**src/rtl/uart_pkg.sv**
```systemverilog
// rtl/uart_pkg.sv - shared UART definitions for the transmit and receive paths
package uart_pkg;

  typedef enum logic [2:0] {
    IDLE   = 3'd0,
    START  = 3'd1,
    DATA   = 3'd2,
    PARITY = 3'd3,
    STOP   = 3'd4
  } uart_state_e;

  localparam int DEFAULT_CLKS_PER_BIT = 10416;
  localparam int DEFAULT_DATA_BITS    = 8;

  localparam logic LINE_IDLE   = 1'b1;
  localparam logic START_LEVEL = 1'b0;
  localparam logic STOP_LEVEL  = 1'b1;

endpackage

```
**src/rtl/tx_baud_counter.sv**
```systemverilog
// rtl/tx_baud_counter.sv - full-bit baud down-counter; tick while running at count 0
module tx_baud_counter
  import uart_pkg::*;
#(
  parameter int CLKS_PER_BIT = DEFAULT_CLKS_PER_BIT
) (
  input  logic clk,
  input  logic tx_rst,
  input  logic load,
  input  logic run,
  output logic tick
);

  localparam int CNT_W = $clog2(CLKS_PER_BIT);
  localparam logic [CNT_W-1:0] RELOAD = CNT_W'(CLKS_PER_BIT - 1);

  logic [CNT_W-1:0] cnt_q;

  always_ff @(posedge clk) begin
    if (tx_rst) begin
      cnt_q <= RELOAD;
    end else if (load) begin
      cnt_q <= RELOAD;
    end else if (run) begin
      cnt_q <= cnt_q - 1'b1;
    end
  end

  assign tick = run && (cnt_q == '0);

endmodule

```
**src/rtl/uart_tx.sv**
```systemverilog
// rtl/uart_tx.sv - UART transmitter, LSB first, one stop bit
// Optional even parity bit between data and stop when UART_TX_PARITY_EN is defined.
module uart_tx
  import uart_pkg::*;
#(
  parameter int CLKS_PER_BIT = DEFAULT_CLKS_PER_BIT,
  parameter int DATA_BITS    = DEFAULT_DATA_BITS
) (
  input  logic                 clk,
  input  logic                 tx_rst,
  input  logic                 tx_en,
  input  logic                 tx_start,
  input  logic [DATA_BITS-1:0] tx_data,
  output logic                 tx_out,
  output logic                 tx_busy,
  output logic                 tx_done
);

  localparam int IDX_W = $clog2(DATA_BITS);
  localparam logic [IDX_W-1:0] LAST_IDX = IDX_W'(DATA_BITS - 1);

  uart_state_e          state_q, state_d;
  logic [DATA_BITS-1:0] sr_q, sr_d;
  logic [IDX_W-1:0]     idx_q, idx_d;
  logic                 out_d, busy_d, done_d;
  logic                 baud_load, baud_run, baud_tick;
`ifdef UART_TX_PARITY_EN
  logic                 par_q, par_d;
`endif

  tx_baud_counter #(
    .CLKS_PER_BIT(CLKS_PER_BIT)
  ) u_baud (
    .clk   (clk),
    .tx_rst(tx_rst),
    .load  (baud_load),
    .run   (baud_run),
    .tick  (baud_tick)
  );

  always_comb begin
    state_d   = state_q;
    sr_d      = sr_q;
    idx_d     = idx_q;
    done_d    = 1'b0;
    baud_load = 1'b0;
    baud_run  = (state_q != IDLE);
    out_d     = LINE_IDLE;
`ifdef UART_TX_PARITY_EN
    par_d     = par_q;
`endif

    if (!tx_en) begin
      state_d   = IDLE;
      idx_d     = '0;
      baud_load = 1'b1;
      baud_run  = 1'b0;
    end else begin
      case (state_q)
        IDLE: begin
          if (tx_start) begin
            state_d   = START;
            sr_d      = tx_data;
            idx_d     = '0;
            baud_load = 1'b1;
`ifdef UART_TX_PARITY_EN
            par_d     = ^tx_data;
`endif
          end
        end
        START: begin
          if (baud_tick) begin
            state_d   = DATA;
            baud_load = 1'b1;
          end
        end
        DATA: begin
          if (baud_tick) begin
            baud_load = 1'b1;
            sr_d      = sr_q >> 1;
            if (idx_q == LAST_IDX) begin
              idx_d = '0;
`ifdef UART_TX_PARITY_EN
              state_d = PARITY;
`else
              state_d = STOP;
`endif
            end else begin
              idx_d = idx_q + 1'b1;
            end
          end
        end
`ifdef UART_TX_PARITY_EN
        PARITY: begin
          if (baud_tick) begin
            state_d   = STOP;
            baud_load = 1'b1;
          end
        end
`endif
        STOP: begin
          if (baud_tick) begin
            state_d   = IDLE;
            baud_load = 1'b1;
            done_d    = 1'b1;
          end
        end
        default: begin
          state_d   = IDLE;
          baud_load = 1'b1;
        end
      endcase
    end

    // Line level is decoded from the next state so tx_out can be a plain flop.
    case (state_d)
      START:   out_d = START_LEVEL;
      DATA:    out_d = sr_d[0];
`ifdef UART_TX_PARITY_EN
      PARITY:  out_d = par_d;
`endif
      STOP:    out_d = STOP_LEVEL;
      default: out_d = LINE_IDLE;
    endcase

    busy_d = (state_d != IDLE);
  end

  always_ff @(posedge clk) begin
    if (tx_rst) begin
      state_q <= IDLE;
      sr_q    <= '0;
      idx_q   <= '0;
      tx_out  <= LINE_IDLE;
      tx_busy <= 1'b0;
      tx_done <= 1'b0;
`ifdef UART_TX_PARITY_EN
      par_q   <= 1'b0;
`endif
    end else begin
      state_q <= state_d;
      sr_q    <= sr_d;
      idx_q   <= idx_d;
      tx_out  <= out_d;
      tx_busy <= busy_d;
      tx_done <= done_d;
`ifdef UART_TX_PARITY_EN
      par_q   <= par_d;
`endif
    end
  end

endmodule

```
**config.mk**
```make
export PLATFORM = sky130hd
export DESIGN_NAME = uart_tx
export DESIGN_NICKNAME = d
export VERILOG_FILES = /design/src/rtl/uart_pkg.sv /design/src/rtl/tx_baud_counter.sv /design/src/rtl/uart_tx.sv
export SDC_FILE = /design/constraint.sdc
export NUM_CORES = 1
export LEC_CHECK = 0
export CAP_MARGIN = 30
export CORE_MARGIN = 10
export CORE_UTILIZATION = 38
export DETAILED_ROUTE_END_ITERATION = 12
export GPL_TIMING_DRIVEN = 0
export REMOVE_ABC_BUFFERS = 1
export SLEW_MARGIN = 20
export SYNTH_ARGS = -nofsm -noshare
export SYNTH_HDL_FRONTEND = slang
export SYNTH_SLANG_ARGS = --single-unit
```
**constraint.sdc**
```tcl
create_clock -name clk -period 5.9 [get_ports clk]
set_clock_uncertainty 0.1 [all_clocks]
set_input_delay 1.77 -clock clk [delete_from_list [all_inputs] [get_ports clk]]
set_output_delay 1.77 -clock clk [all_outputs]
set_load 0.005 [all_outputs]
```
---- Word-level counts from Yosys, hierarchy flattened ----
Index checks and enable logic that the tools add are counted.
storage, ports and cells
  flip-flop bits (word level) ............. 31
  output and inout port bits .............. 3
  logic and storage cells ................. 53
operators by class
  add/sub/neg operators ................... 2
  equal/unequal tests ..................... 8
  mux-type cells .......................... 21
  bitwise logic cells ..................... 2
  reductions and logical operators ........ 12
operator list
  kind                                                count
  2-to-1 mux 3 bit                                    9
  2-to-1 mux 8 bit                                    2
  case mux 8 bit (2 select lines)                     1
  logical NOT 14 bit                                  1
  subtractor 14 x 1 -> 14 bit, second input constant  1
  case mux 3 bit (4 select lines)                     1
  == test 3 x 1 -> 1 bit, second input constant       2
  == test 3 x 2 -> 1 bit, second input constant       2
  == test 3 bit, second input constant                2
  case mux 3 bit (2 select lines)                     1
  nonzero test 3 bit                                  2
  OR reduction 3 bit                                  2
  2-to-1 mux 1 bit                                    5
  inequality test 2 bit, second input constant        2
  case mux 1 bit (2 select lines)                     2
  AND reduction 4 bit                                 1
  OR reduction 2 bit                                  2
  adder 3 x 1 -> 3 bit, second input constant         1
  logical NOT 3 bit                                   1
  AND reduction 3 bit                                 1
  inverter 1 bit                                      2
  nonzero test 2 bit                                  1
  logical AND 1 bit                                   1

---- Longest topological paths before layout ----
Gate-level depths: netlist of run 1.
  word-level depth ........................ 8
  gate-level depth with buffers ........... 8
  depth with buffers taken out ............ 7

---- Modules after synthesis ----
A second synthesis of run 1 with hierarchy kept.
second synthesis, totals
  cell total of the unflattened synthesis .. 181
  area total of the unflattened synthesis .. 1601.5 um^2
modules (own cells, without submodules)
  module           times used  cells each  area an instance (um^2)  sequential area each (um^2)
  uart_tx          1           100         900.9                    340.3
  tx_baud_counter  1           81          700.7                    280.3

---- Least setup slack after synthesis of run 1 ----
OpenSTA, ideal clock, no wires.
  kind .................................... in2reg
  start ................................... in tx_rst
  end ..................................... reg u_baud.cnt_q[9]
  library setup time ...................... 64 ps
  arrival ................................. 2945 ps
  data required time ...................... 5736 ps
  path slack .............................. 2791 ps
  stages on the path ...................... 6
  buffers on the path ..................... 2
  path through ............................ clkbuf_1 nor2b_1 o21ai_0 or3_1 buf_2 nor2_1
on the way
  cells in the longest elaborated chain, start to end .. 1
RTL lines
  what                          line                   text
  start, declared               uart_tx.sv:10          input logic tx_rst,
  OR reduction 2 bit (no line)  n/a
  end signal, assigned          tx_baud_counter.sv:25  cnt_q <= cnt_q - 1'b1;
  end, declared                 tx_baud_counter.sv:17  logic [CNT_W-1:0] cnt_q;
No other way between the ends.
A chain may end at the register's enable or synchronous reset.

---- Worst setup path in the final report of run 1 ----
  start ................................... in tx_en
  end ..................................... reg u_baud.cnt_q[1]
on the way
  cells in the longest elaborated chain, start to end .. 6
RTL lines
  what                             line                                          text
  start, declared                  uart_tx.sv:11                                 input logic tx_en,
  2-to-1 mux 1 bit                 uart_tx.sv:53                                 if (!tx_en) begin
  logical AND 1 bit                tx_baud_counter.sv:29                         assign tick = run && (cnt_q == '0);
  2-to-1 mux 1 bit                 uart_tx.sv:72, uart_tx.sv:78, uart_tx.sv:102
  case mux 1 bit (2 select lines)  uart_tx.sv:59                                 case (state_q)
  2-to-1 mux 1 bit                 uart_tx.sv:53
  OR reduction 2 bit (no line)     n/a
Several ways; a longest one is shown, not always the timed one.

==> results of run 1 <==
logic make-up after synthesis:
| kind of cell | share of synthesized area |
|---|---|
| AND/OR/NAND/NOR | 0.2999 |
| AO/OA/AOI/OAI | 0.1436 |
| flip-flops | 0.3915 |
| buffers and inverters | 0.05998 |
| XOR/XNOR | 0.06630 |
| adder cells (fa/ha/maj) | 0.03157 |
| multiplexers | 0.007103 |
cells in the mapped netlist (all sizes together) (2+ instances only):
master,number
nor2,19
nor4,4
a211oi,2
nor3,8
nand2,19
or3,5
xnor2,9
buf,5
a22oi,6
nand4,4
inv,9
and2,3
nand3,8
xor2,3
o21ai,4
clkbuf,4
dfxtp,31
nor3b,2
a31oi,2
ha,4
a21oi,6
nand2b,2
and3,3
o32ai,6
layer usage:
metal / up-vias / GRT usage / share of wire
met1: 612 / 0.1225 / 0.50
li1: 661 / - / -
met4: 0 / 0.03593 / 0.0098
met2: 22 / 0.1462 / 0.44
met5: - / 0 / 0
met3: 4 / 0.04348 / 0.050
how the worst min path moves through the flow:
stage	start	endpoint	slack, ns	depth (start not counted)
2_1_floorplan	idx_q[1]	idx_q[1]	0.35	2
6_report	sr_q[1]	sr_q[1]	0.37	2
5_1_grt	idx_q[1]	idx_q[1]	0.40	2
4_1_cts	sr_q[1]	sr_q[1]	0.38	2
3_5_place_dp	sr_q[1]	sr_q[1]	0.37	2
3_3_place_gp	idx_q[1]	idx_q[1]	0.36	2
power breakdown:
part | internal, µW | leakage [µW] | total (µW) | switching (µW)
Sequential | 213 | 0.000251 | 216 | 2.64
Clock | 82.6 | 0.0000422 | 158 | 75.1
Combinational | 15.9 | 0.000360 | 30.7 | 14.9
sequential cells by signal, indices dropped and copies added, names as in the netlist:
register / count
idx_q: 3
sr_q: 8
state_q: 3
tx_busy: 1
tx_done: 1
tx_out: 1
u_baud.cnt_q: 14
area by class of cell:
cell class / count / share of cell area
inverters: 9 / 0.01869
well taps: 50 / 0.03460
clock inverters: 1 / 0.002768
flip-flops and latches: 31 / 0.3433
multi-input cells: 131 / 0.4810
clock buffers: 7 / 0.04221
repair buffers: 14 / 0.07751
stage by stage:
step	total power, µW	util	setup WS [ns]	instance area [µm²]
2_1_floorplan	236.2	-	2.897	1524
3_3_place_gp	250.4	0.4286	1.835	1727
3_5_place_dp	251.1	0.4286	1.772	1727
4_1_cts	409.3	0.4488	2.055	1808
5_1_grt	424.5	0.4488	1.889	1808
6_report	404.2	0.4488	2.080	1808
worst register-to-register path, stage by stage (launching register included):
cell	delay (ns)
dfxtp_1	0.33
inv_1	0.11
ha_1	0.18
nor4b_1	0.24
and4b_1	0.39
nand3_4	0.15
or3_1	0.34
a21oi_1	0.14
==> qor.yml, run 1 <==
timing:
  finalCritPeriodShare: 0.6475
  tns_ns: 0
  period_needed_ns: 3.820
  worstMarginPinSlew_ns: 0.5464
  hold_viol: 0
  holdWs_ns: 0.3694
  rsz0062_at_grt: "false"
  fmax_ghz: 0.2618
  drv_slew: 0
  slew_headroom: 0.6337
  finalSetupViolCount: 0
setup_path:
  startpoint: "tx_en"
  critical_path_arrival_ns: 3.85
  rr_worst_depth: 7
  slowest_stage: "clkdlybuf4s50_1"
  reg2reg_slack_ns: 3.85
  cp-start-kind: "primary input"
  path_delay_family: "simple AND/OR/NAND/NOR gates"
  path_depth: 5
  worst-path-buf-inv: 1
  r2r_start: "u_baud.cnt_q[0]"
  end_kind: "register"
  timing.rr.end: "idx_q[0]"
  cpPeakStageDelay_ns: 0.66
  criticalPathCategory: "in2reg"
  crit_chain: "clkdlybuf4s50_1, nor2b_1, o21ai_0, nor3_2, o211ai_1"
  critPathCapture: "u_baud.cnt_q[1]"
  crit_path_max_fanout: 9
  worstPathRequired_ns: 5.93
synth:
  synthDistinctLibCells: 48
  async_reset_ff_frac: 0
  synth_edf_count: 0
  ys_ff_latch: 31
  synthesis.instances: 180
  yosys.area.top_type: "dfxtp_1"
  yosysTopAreaCellShare: 0.3915
  syn_area_um2: 1585
  syn_avg_cell_area_um2: 8.807
  ys_warn_count: 0
  ys_top_cells_by_area: "dfxtp_1 (39%), xnor2_1 (5.0%), nand2_1 (4.5%)"
  synthFlopType: "dfxtp_1"
  synth-seq-area-share: 0.3915
worst_hold_path:
  hold_class: "reg2reg"
finish:
  multi_input_area_um2: 869.6
  drive_gt1_frac: 0.08808
  mostFrequentLayoutCells: "dfxtp_1 (31), nand2_1 (19), nor2_1 (18)"
  n_antenna_cell: 0
  fin_nets: 208
  instances_no_fill: 243
  mostFrequentLayoutCell: "dfxtp_1"
  area_delta_synth_final_pct: 14.05
  seqCellArea_um2: 620.6
  n_fill_cell: 404
clocking:
  ctsLongestPathBuffers: 2
  cts_hold_buffers: 0
  cts_tree: "built"
  cts.repair.resized: 0
  clockRootBuffer: "clkbuf_8"
  insertion_delay_ns: 0.28
  post_cts_buffers: 0
  numCtsBuffers: 5
  cts.sinks: 31
  htree_levels: 2
  clkTransAtPathRegs_ns: 0.06
die:
  die_w_um: 84.59
  die_h_um: 84.59
  io_pins: 15
  rows: 23
  core-area_um2: 4029
  initial_core_util: 0.3935
  die-area_um2: 7155
power:
  p_per_area_nw_per_um2: 223.6
  vdd_drop_max_uv: 140.1
  p_leak_uw: 0.0006539
grt:
  grt_max_degree: 14
  grt_pass1_wl_um: 5934
  antenna_found_initial: 0
  grt_pass1_vias: 1267
  overflow: 0
  grtUsageTotal: 0.09858
routing:
  routedWlPerCell_um: 13.47
  vias: 1299
  route.detailed.drc: 0
  drtIter0Drc: 74
  vias_per_cell: 5.346
  firstDrtPassIters: 4
  routed_wl_um: 3273
  ant_nets: 0
run_status:
  status: "completed"
flow_run:
  drv_cap: 0
placement:
  placed_cells: 235
  place.gp.congestion: 0.8018
  hpwlAfterDp_um: 2428
  portBuffers: 14
Power figures use the tool's default switching activity.
==> run 2: changes to the inputs <==
==> constraint.sdc (replaced) <==
create_clock -name clk -period 3.54 [get_ports clk]
set_clock_uncertainty 0.1 [all_clocks]
set_input_delay 1.062 -clock clk [delete_from_list [all_inputs] [get_ports clk]]
set_output_delay 1.062 -clock clk [all_outputs]
set_load 0.005 [all_outputs]
==> results of run 2 <==
The final DEF is identical to that of run 1. Status: completed.
Main changes from that run: setup slack after placement 1.772 ns -> 0.1204 ns; setup slack after layout 2.080 ns -> 0.4278 ns; register-to-register setup slack 3.85 ns -> 1.49 ns; total power 404.2 µW -> 673.6 µW; worst IR drop on VDD 140.1 µV -> 233.4 µV
==> run 3: changes to the inputs <==
--- a/config.mk
+++ b/config.mk
@@ -6,7 +6,7 @@
 export NUM_CORES = 1
 export LEC_CHECK = 0
 export CAP_MARGIN = 30
-export CORE_MARGIN = 10
+export CORE_MARGIN = 2
 export CORE_UTILIZATION = 38
 export DETAILED_ROUTE_END_ITERATION = 12
 export GPL_TIMING_DRIVEN = 0
==> run 3 against run 2 <==
Final cell count did not move. Worst setup slack improved by 0.089 ns. Core utilization rose by 0.32 points. Sequential cell count did not move. Fmax rose by 3.0%. Combinational power rose by 0.8%. Hold slack improved by 0.0031 ns. Clock-buffer cell count did not move. Critical path depth did not move. Routed wire length rose by 2.8%. Cell area did not move.
==> qor.yml, run 3 (synthesis results as in run 1) <==
die:
  initial_core_util: 0.3963  # +0.002831
  core-area_um2: 4000  # -0.71%
  die-area_um2: 4705  # -34%
  die_w_um: 68.59  # -19%
  die_h_um: 68.59  # -19%
  io_pins: 15  # unchanged
  rows: 23  # unchanged
timing:
  rsz0062_at_grt: "false"
  finalSetupViolCount: 0  # unchanged
  tns_ns: 0  # unchanged
  fmax_ghz: 0.3308
  worstMarginPinSlew_ns: 0.5078  # -0.03863 ns
  drv_slew: 0  # unchanged
  period_needed_ns: 3.023
  hold_viol: 0  # unchanged
  finalCritPeriodShare: 0.8539
  holdWs_ns: 0.3725  # +0.003071 ns
  setup_ws_ns: 0.5172
  slew_headroom: 0.6596  # +0.02589
finish:
  largest_register: "u_baud.cnt_q"
  top_regs: "u_baud.cnt_q: 14 flops, sr_q: 8 flops"
  largest_register_ffs: 14  # unchanged
  instances_no_fill: 243  # unchanged
  mostFrequentLayoutCells: "dfxtp_1 (31), nand2_1 (19), nor2_1 (18)"
  area_delta_synth_final_pct: 14.05  # unchanged
  n_antenna_cell: 0  # unchanged
  drive_gt1_frac: 0.08808  # unchanged
  fin_nets: 208  # unchanged
  mostFrequentLayoutCell: "dfxtp_1"
setup_path:
  crit_path_max_fanout: 9  # unchanged
  criticalPathCategory: "in2reg"
  critical_path_arrival_ns: 3.07
  end_kind: "register"
  worstPathRequired_ns: 3.59
  cp-start-kind: "primary input"
  rr_worst_depth: 5  # -2
grt:
  grt_max_degree: 14  # unchanged
  grtUsageTotal: 0.1649  # +0.06633
  overflow: 0  # unchanged
  grt_use_met1: 0.2028  # +0.08027
  use_met3: 0.06169  # +0.01821
  busiest_layer: "met2"
  antenna_found_initial: 0  # unchanged
  grt_use_met2: 0.2536  # +0.1074
  grt_pass1_vias: 1262  # -0.39%
  grt_pass1_wl_um: 5664  # -4.6%
clocking:
  cts_tree: "built"
  cts.sinks: 31  # unchanged
  ctsLongestPathBuffers: 2  # unchanged
  clockRootBuffer: "clkbuf_8"
  post_cts_buffers: 0  # unchanged
  cts_hold_buffers: 0  # unchanged
  htree_levels: 2  # unchanged
  insertion_delay_ns: 0.29  # about the same
  clkTransAtPathRegs_ns: 0.06  # about the same
  cts.repair.resized: 0  # unchanged
  numCtsBuffers: 5  # unchanged
power:
  vdd_drop_max_uv: 150.5
  p_per_area_nw_per_um2: 377.1
  p_leak_uw: 0.0006539  # unchanged
worst_hold_path:
  hold_class: "reg2reg"
  hold_depth: 2  # unchanged
routing:
  routed_wl_um: 3365  # +2.8%
  route.detailed.drc: 0  # unchanged
  firstDrtPassIters: 4  # unchanged
  routedWlPerCell_um: 13.85  # +2.8%
  ant_nets: 0  # unchanged
  vias: 1340  # +3.2%
  drtIter0Drc: 90  # +22%
  vias_per_cell: 5.514  # +3.2%
flow_run:
  drv_cap: 0  # unchanged
placement:
  placed_cells: 235  # unchanged
  place.gp.congestion: 0.7965  # -0.66%
  hpwlAfterDp_um: 2353  # -3.1%
  portBuffers: 14  # unchanged
  post-place-ws_ns: 0.1959
run_status:
  status: "completed"
## run 3: cell counts in the layout (fill, tap and decap cells not counted)
Identical to the previous run, type by type.
## run 3: routing by layer
metal  up-vias  routed length [µm]
li1        664                   -
met1       643                1514
met2        26                1624
met3         7                 155
met4         0                  70
met5         -                   0
## run 3: stage by stage
step           power [µW]  area, µm²    util
2_1_floorplan       393.6       1524       -
3_3_place_gp        417.2       1727  0.4317
3_5_place_dp        419.0       1727  0.4317
4_1_cts             685.8       1808  0.4520
5_1_grt             709.4       1808  0.4520
6_report            681.8       1808  0.4520
## run 3: cell type report
cell class,count,area [µm²]
well taps,50,62.56
multi-input cells,131,869.6
inverters,9,33.78
clock inverters,1,5.005
clock buffers,7,76.32
fillers,383,2192
flip-flops and latches,31,620.6
repair buffers,14,140.1
## run 3: worst paths after layout
kind / startpoint / endpoint / slack, ns
setup reg to reg: state_q[0] / sr_q[5] / 1.47
setup / recovery: tx_en / u_baud.cnt_q[1] / 0.52
hold / removal: idx_q[1] / idx_q[1] / 0.37
hold reg to reg: idx_q[1] / idx_q[1] / 0.37
## run 3: critical path: stages
cell and delay (ns):
clkdlybuf4s50_1 0.64, nor2b_1 0.43, o21ai_0 0.28, nor3_2 0.50
o211ai_1 0.15
## run 3: report_power, final
part | internal (µW) | switching, µW
Clock | 138 | 133
Combinational | 26.5 | 25.1
Sequential | 355 | 4.53
